File: src/rtl/seq_divider_if.sv
// Start/done handshake bundle shared by the sequential divider and its controller.
// The controller owns the request and operands; the divider owns results and status.
interface seq_divider_if #(
    parameter int WIDTH = 4
);
    logic             start;
    logic [WIDTH-1:0] dividend;
    logic [WIDTH-1:0] divisor;
    logic [WIDTH-1:0] quotient;
    logic [WIDTH-1:0] remainder;
    logic             busy;
    logic             done;
    logic             div_by_zero;

    modport master (
        output start,
        output dividend,
        output divisor,
        input  quotient,
        input  remainder,
        input  busy,
        input  done,
        input  div_by_zero
    );

    modport slave (
        input  start,
        input  dividend,
        input  divisor,
        output quotient,
        output remainder,
        output busy,
        output done,
        output div_by_zero
    );
endinterface

File: src/rtl/seq_divider.sv
// Sequential restoring divider: unsigned quotient/remainder at one bit per clock,
// using the same start/done handshake as the shift-add multiplier.
module seq_divider #(
    parameter int WIDTH = 4
) (
    input  logic         clk,
    input  logic         reset_n,
    seq_divider_if.slave bus
);

    localparam int CW = $clog2(WIDTH) + 1;

    typedef enum logic [1:0] {
        IDLE = 2'd0,
        CALC = 2'd1,
        DZ   = 2'd2
    } state_t;

    state_t           state_r;
    logic [CW-1:0]    count_r;
    logic [WIDTH-1:0] rem_r;
    logic [WIDTH-1:0] quo_r;
    logic [WIDTH-1:0] dvs_r;
    logic [WIDTH-1:0] dvd_r;

    logic [WIDTH:0]   rem_sh_s;
    logic [WIDTH:0]   trial_s;
    logic [WIDTH-1:0] rem_nx_s;
    logic [WIDTH-1:0] quo_nx_s;
    logic             last_s;

    // One restoring step. The stored partial remainder is always below the divisor,
    // so it fits WIDTH bits; the shifted value and trial difference carry the extra bit.
    always_comb begin
        rem_sh_s = {rem_r, quo_r[WIDTH-1]};
        trial_s  = rem_sh_s - {1'b0, dvs_r};
        if (trial_s[WIDTH] == 1'b0) begin
            rem_nx_s = trial_s[WIDTH-1:0];
            quo_nx_s = {quo_r[WIDTH-2:0], 1'b1};
        end else begin
            rem_nx_s = rem_sh_s[WIDTH-1:0];
            quo_nx_s = {quo_r[WIDTH-2:0], 1'b0};
        end
        last_s = (count_r == CW'(WIDTH - 1));
    end

    // Control FSM with working registers and registered handshake/result outputs.
    always_ff @(posedge clk or negedge reset_n) begin
        if (!reset_n) begin
            state_r         <= IDLE;
            count_r         <= {CW{1'b0}};
            rem_r           <= {WIDTH{1'b0}};
            quo_r           <= {WIDTH{1'b0}};
            dvs_r           <= {WIDTH{1'b0}};
            dvd_r           <= {WIDTH{1'b0}};
            bus.quotient    <= {WIDTH{1'b0}};
            bus.remainder   <= {WIDTH{1'b0}};
            bus.busy        <= 1'b0;
            bus.done        <= 1'b0;
            bus.div_by_zero <= 1'b0;
        end else begin
            case (state_r)
                IDLE: begin
                    bus.done <= 1'b0;
                    if (bus.start) begin
                        dvd_r           <= bus.dividend;
                        dvs_r           <= bus.divisor;
                        bus.div_by_zero <= 1'b0;
                        bus.busy        <= 1'b1;
                        if (bus.divisor == {WIDTH{1'b0}}) begin
                            state_r <= DZ;
                        end else begin
                            count_r <= {CW{1'b0}};
                            rem_r   <= {WIDTH{1'b0}};
                            quo_r   <= bus.dividend;
                            state_r <= CALC;
                        end
                    end else begin
                        state_r <= IDLE;
                    end
                end
                CALC: begin
                    rem_r   <= rem_nx_s;
                    quo_r   <= quo_nx_s;
                    count_r <= count_r + {{(CW-1){1'b0}}, 1'b1};
                    if (last_s) begin
                        bus.quotient  <= quo_nx_s;
                        bus.remainder <= rem_nx_s;
                        bus.done      <= 1'b1;
                        bus.busy      <= 1'b0;
                        state_r       <= IDLE;
                    end else begin
                        bus.done <= 1'b0;
                        state_r  <= CALC;
                    end
                end
                DZ: begin
                    bus.quotient    <= {WIDTH{1'b1}};
                    bus.remainder   <= dvd_r;
                    bus.div_by_zero <= 1'b1;
                    bus.done        <= 1'b1;
                    bus.busy        <= 1'b0;
                    state_r         <= IDLE;
                end
                default: begin
                    bus.done <= 1'b0;
                    bus.busy <= 1'b0;
                    state_r  <= IDLE;
                end
            endcase
        end
    end

endmodule

File: src/flat_wrapper.sv
// flat-port wrapper written by rule: the top's interface ports become plain ports
module seq_divider_flat 
#(
    parameter int WIDTH = 4
)
  (clk, reset_n, bus_start, bus_dividend, bus_divisor, bus_quotient, bus_remainder, bus_busy, bus_done, bus_div_by_zero);
  seq_divider_if #(.WIDTH(WIDTH)) bus_i ();
  input  logic clk;
  input  logic reset_n;
  input wire logic [$bits(bus_i.start)-1:0] bus_start;
  input wire logic [$bits(bus_i.dividend)-1:0] bus_dividend;
  input wire logic [$bits(bus_i.divisor)-1:0] bus_divisor;
  output wire logic [$bits(bus_i.quotient)-1:0] bus_quotient;
  output wire logic [$bits(bus_i.remainder)-1:0] bus_remainder;
  output wire logic [$bits(bus_i.busy)-1:0] bus_busy;
  output wire logic [$bits(bus_i.done)-1:0] bus_done;
  output wire logic [$bits(bus_i.div_by_zero)-1:0] bus_div_by_zero;
  assign bus_i.start = bus_start;
  assign bus_i.dividend = bus_dividend;
  assign bus_i.divisor = bus_divisor;
  assign bus_quotient = bus_i.quotient;
  assign bus_remainder = bus_i.remainder;
  assign bus_busy = bus_i.busy;
  assign bus_done = bus_i.done;
  assign bus_div_by_zero = bus_i.div_by_zero;
  seq_divider #(.WIDTH(WIDTH)) u_core (.clk(clk), .reset_n(reset_n), .bus(bus_i));
endmodule
File: config.mk
export PLATFORM = sky130hd
export DESIGN_NAME = seq_divider_flat
export DESIGN_NICKNAME = d
export VERILOG_FILES = /design/src/rtl/seq_divider_if.sv /design/src/rtl/seq_divider.sv /design/src/flat_wrapper.sv
export SDC_FILE = /design/constraint.sdc
export NUM_CORES = 1
export LEC_CHECK = 0
export CAP_MARGIN = 20
export CORE_UTILIZATION = 53
export DETAILED_ROUTE_END_ITERATION = 6
export PLACE_DENSITY = 0.77
export SLEW_MARGIN = 40
export SYNTH_ARGS = -nofsm -noshare
export SYNTH_HDL_FRONTEND = slang
export SYNTH_SLANG_ARGS = --single-unit
export TNS_END_PERCENT = 20
File: constraint.sdc
create_clock -name clk -period 4.26 [get_ports clk]
set_input_delay 0.639 -clock clk [delete_from_list [all_inputs] [get_ports clk]]
set_output_delay 0.639 -clock clk [all_outputs]
set_load 0.02 [all_outputs]
==> impl_metrics.ini <==
[cts]
cts_tree = built
cell_at_the_root_of_the_clock_tree = sky130_fd_sc_hd__clkbuf_4
clock_sink_count = 32
path_clk_slew_ns = 0.09
worstSkewPairLatency_ns = 0.33
htreeDepth = 2
cts_resized = 0
cts_hold_repair.buffers = 0
cts_made_buffers = 5
maximum_count_of_clock_buffers_along_a_single_path = 2
postCtsSetupBuffers = 0

[grt]
track_usage_pct = 23.3
first_global_vias = 1299
wire_length_of_the_first_global_routing_pass_microns = 5810
initial_antenna_violation_count = 0
grt_max_degree = 33
grt_overflow = 0

[detailed_routing]
vias_per_cell = 5.30
detail_route.drc_violations = 0
wl_per_cell_microns = 13.9
firstDrtPassIters = 4
detailedRoute.firstIterationViolations = 79
drt_wl_total_microns = 3350
drt.antenna.violating_nets = 0
detailroute.via_count = 1273

[worst_setup_path]
cp_slowest_cell = sky130_fd_sc_hd__dfrtp_1
timing.critical_path.to_type = flop
critical_path.max_stage_delay_ns = 0.42
worstPathRequired_ns = 4.48
setup.worst_path.start_class = flop
arrival_ns = 2.52
worstPathCellList = inv_1, ha_1, fa_1, nand2b_1, a21o_4, xnor2_4, mux2i_1, o22ai_2
worstSetupPathType = flop to flop
critical_path.max_fanout = 8

[timing]
worst_hold_margin_ns = 0.494
max_clock_freq_mhz = 435
setup_repair_after_global_routing_missed_its_margin = false
period_needed_ns = 2.30
relative_slew_margins_pct = 50.8
setup_viol_count_final = 0
setup_total_neg_slack_ns = 0
period_share_pct = 54.0
report.final.slew_viol_count = 0
finClkSkew_ns = 0.00712
hold_viol_final = 0
max_slew.worst_pin.slew_ns = 0.739

[placed_design]
place.gp.congestion = 0.790
placement.io_buffers = 21
dp_hpwl_microns = 2560
placed_cell_area_sq_mm = 0.00197

[layout]
antenna_cells_inserted = 0
ratio_of_cells_with_drive_above_1_in_the_final_layout_pct = 12.8
layout-area-overhead-vs-synth_pct = 16.6
post-route-util_pct = 65.9
layout.cell_area.non_filler_sq_mm = 0.00203
layout.nets = 216

[synthesis]
synth_flop_cell = sky130_fd_sc_hd__dfrtp_1
seq_total_area_yosys_pct = 46.0
syn-mean-instance-area_sq_um = 10.1
yosysUniqueCellTypes = 35
ys_seq_elements = 32
synth-async-reset-ratio_pct = 100
mappedNetlistArea_sq_mm = 0.00174
yosys_warnings = 0
synthMostInstantiatedCell = sky130_fd_sc_hd__dfrtp_1
netlist_instances = 173
postSynthNetCount = 194
synth_top_cells_by_count = sky130_fd_sc_hd__dfrtp_1, sky130_fd_sc_hd__nand2_1, sky130_fd_sc_hd__inv_1, sky130_fd_sc_hd__nor2_1, sky130_fd_sc_hd__a21oi_1
post-synth-top-area-fraction_pct = 46.0
synth.top_cells.by_area = sky130_fd_sc_hd__dfrtp_1, sky130_fd_sc_hd__ha_1, sky130_fd_sc_hd__mux2i_1, sky130_fd_sc_hd__mux2_2, sky130_fd_sc_hd__nand2_1
post-synth-top-area-cell = sky130_fd_sc_hd__dfrtp_1
synth_enable_flop_cells = 0

[power_and_ir_drop]
cell_leakage_power_nw = 0.943
powerDensity_mw_per_mm2 = 904
ir_drop_v = 0.000366

[floorplan]
floorplan.initialDensity_pct = 56.5
fp.coreArea_sq_mm = 0.00308
design.die.area_sq_mm = 0.00351
io_pins = 22
core.rowCount = 20
die_w_microns = 59.3
die_h_microns = 59.3

[job]
max_cap_violations = 0

[run_status]
outcome = complete, no violations

[min_path]
worst_hold_path_type = flop to flop
==> state kept, by name, indices dropped and copies added, names as in the netlist <==
signal	count
u_core.bus.quotient	4
u_core.bus.remainder	4
u_core.dvd_r	4
u_core.dvs_r	4
u_core.quo_r	4
u_core.rem_r	4
u_core.count_r	3
u_core.state_r	2
u_core.bus.busy	1
u_core.bus.div_by_zero	1
u_core.bus.done	1
==> kinds of logic (layout without fill, tap and decap cells) <==
logic type	count (synthesis)	after routing	share of synthesized area [%]
XOR/XNOR	3	3	2.59
flip-flops	32	32	46.0
multiplexers	18	18	10.9
adder cells (fa/ha/maj)	10	10	7.63
AO/OA/AOI/OAI	38	38	14.4
buffers and inverters	22	45	5.68
AND/OR/NAND/NOR	50	50	12.7
==> stage by stage <==
step / cells / worst slack, ns / total power, mW
after global routing: 240 / 1.87 / 2.00
after detailed placement: 232 / 1.72 / 1.66
after global placement: 232 / 1.81 / 1.61
after CTS: 240 / 1.96 / 1.85
after floorplan: 173 / 2.22 / 1.39
final: 240 / 1.96 / 1.83
==> layout make-up <==
type | count | area [sq um]
Tap cell | 44 | 55.1
Sequential cell | 32 | 801
Timing Repair Buffer | 22 | 218
Fill cell | 249 | 1050
Multi-Input combinational cell | 119 | 840
Inverter | 15 | 56.3
Clock buffer | 8 | 58.8
==> worst max-delay path: cells and delay by family (launching register included) <==
family	cells	cell delay (ns)
buffers and inverters	1	0.06
muxes	1	0.29
DFF	1	0.42
adders and majority gates	2	0.61
AOI/OAI and AO/OA	2	0.34
and+or+nand+nor	1	0.19
xor gates and xnor gates	1	0.28
==> path summary, 6_finish.rpt <==
check / cells after the start / startpoint / slack, ns / end
min in group asynchronous: 2 / reset_n / 0.69 / u_core.bus.div_by_zero
worst min register to register: 2 / u_core.bus.quotient[1] / 0.49 / u_core.bus.quotient[1]
worst max-delay path: 8 / u_core.quo_r[3] / 1.96 / u_core.rem_r[0]
worst min-delay path: 2 / u_core.bus.quotient[1] / 0.49 / u_core.bus.quotient[1]
worst max register to register: 8 / u_core.quo_r[3] / 1.96 / u_core.rem_r[0]
max in group asynchronous: 2 / reset_n / 3.28 / u_core.bus.remainder[2]
==> placed cells by master, fill, tap and decap left out, types with 2 or more instances in the layout <==
| cell | instances |
|---|---|
| sky130_fd_sc_hd__dfrtp_1 | 32 |
| sky130_fd_sc_hd__nand2_1 | 23 |
| sky130_fd_sc_hd__clkdlybuf4s50_1 | 21 |
| sky130_fd_sc_hd__inv_1 | 14 |
| sky130_fd_sc_hd__nor2_1 | 14 |
| sky130_fd_sc_hd__a21oi_1 | 13 |
| sky130_fd_sc_hd__mux2i_1 | 10 |
| sky130_fd_sc_hd__o21ai_0 | 9 |
| sky130_fd_sc_hd__ha_1 | 9 |
| sky130_fd_sc_hd__mux2_2 | 8 |
| sky130_fd_sc_hd__clkbuf_4 | 5 |
| sky130_fd_sc_hd__nand2b_1 | 4 |
| sky130_fd_sc_hd__or3_1 | 4 |
| sky130_fd_sc_hd__o21ai_1 | 3 |
| sky130_fd_sc_hd__nor2b_1 | 2 |
| sky130_fd_sc_hd__o21ai_2 | 2 |
| sky130_fd_sc_hd__a31oi_1 | 2 |
| sky130_fd_sc_hd__a22o_1 | 2 |
| sky130_fd_sc_hd__clkbuf_1 | 2 |
==> metal layers <==
| metal | routed length, microns | track usage, % | share of wire, % |
|---|---|---|---|
| met4 | 48 | 8.50 | 1.4 |
| met2 | 1640 | 38.2 | 49 |
| met5 | 0 | 0 | 0 |
| met3 | 85 | 6.55 | 2.5 |
| met1 | 1570 | 29.5 | 47 |
==> power breakdown <==
part | internal, mW | leakage, nW | total [mW] | switching [mW]
registers | 0.449 | 0.394 | 0.550 | 0.101
clock network | 0.0813 | 0.0326 | 0.177 | 0.0954
logic | 0.497 | 0.516 | 1.11 | 0.609
Power figures use the tool's default switching activity.
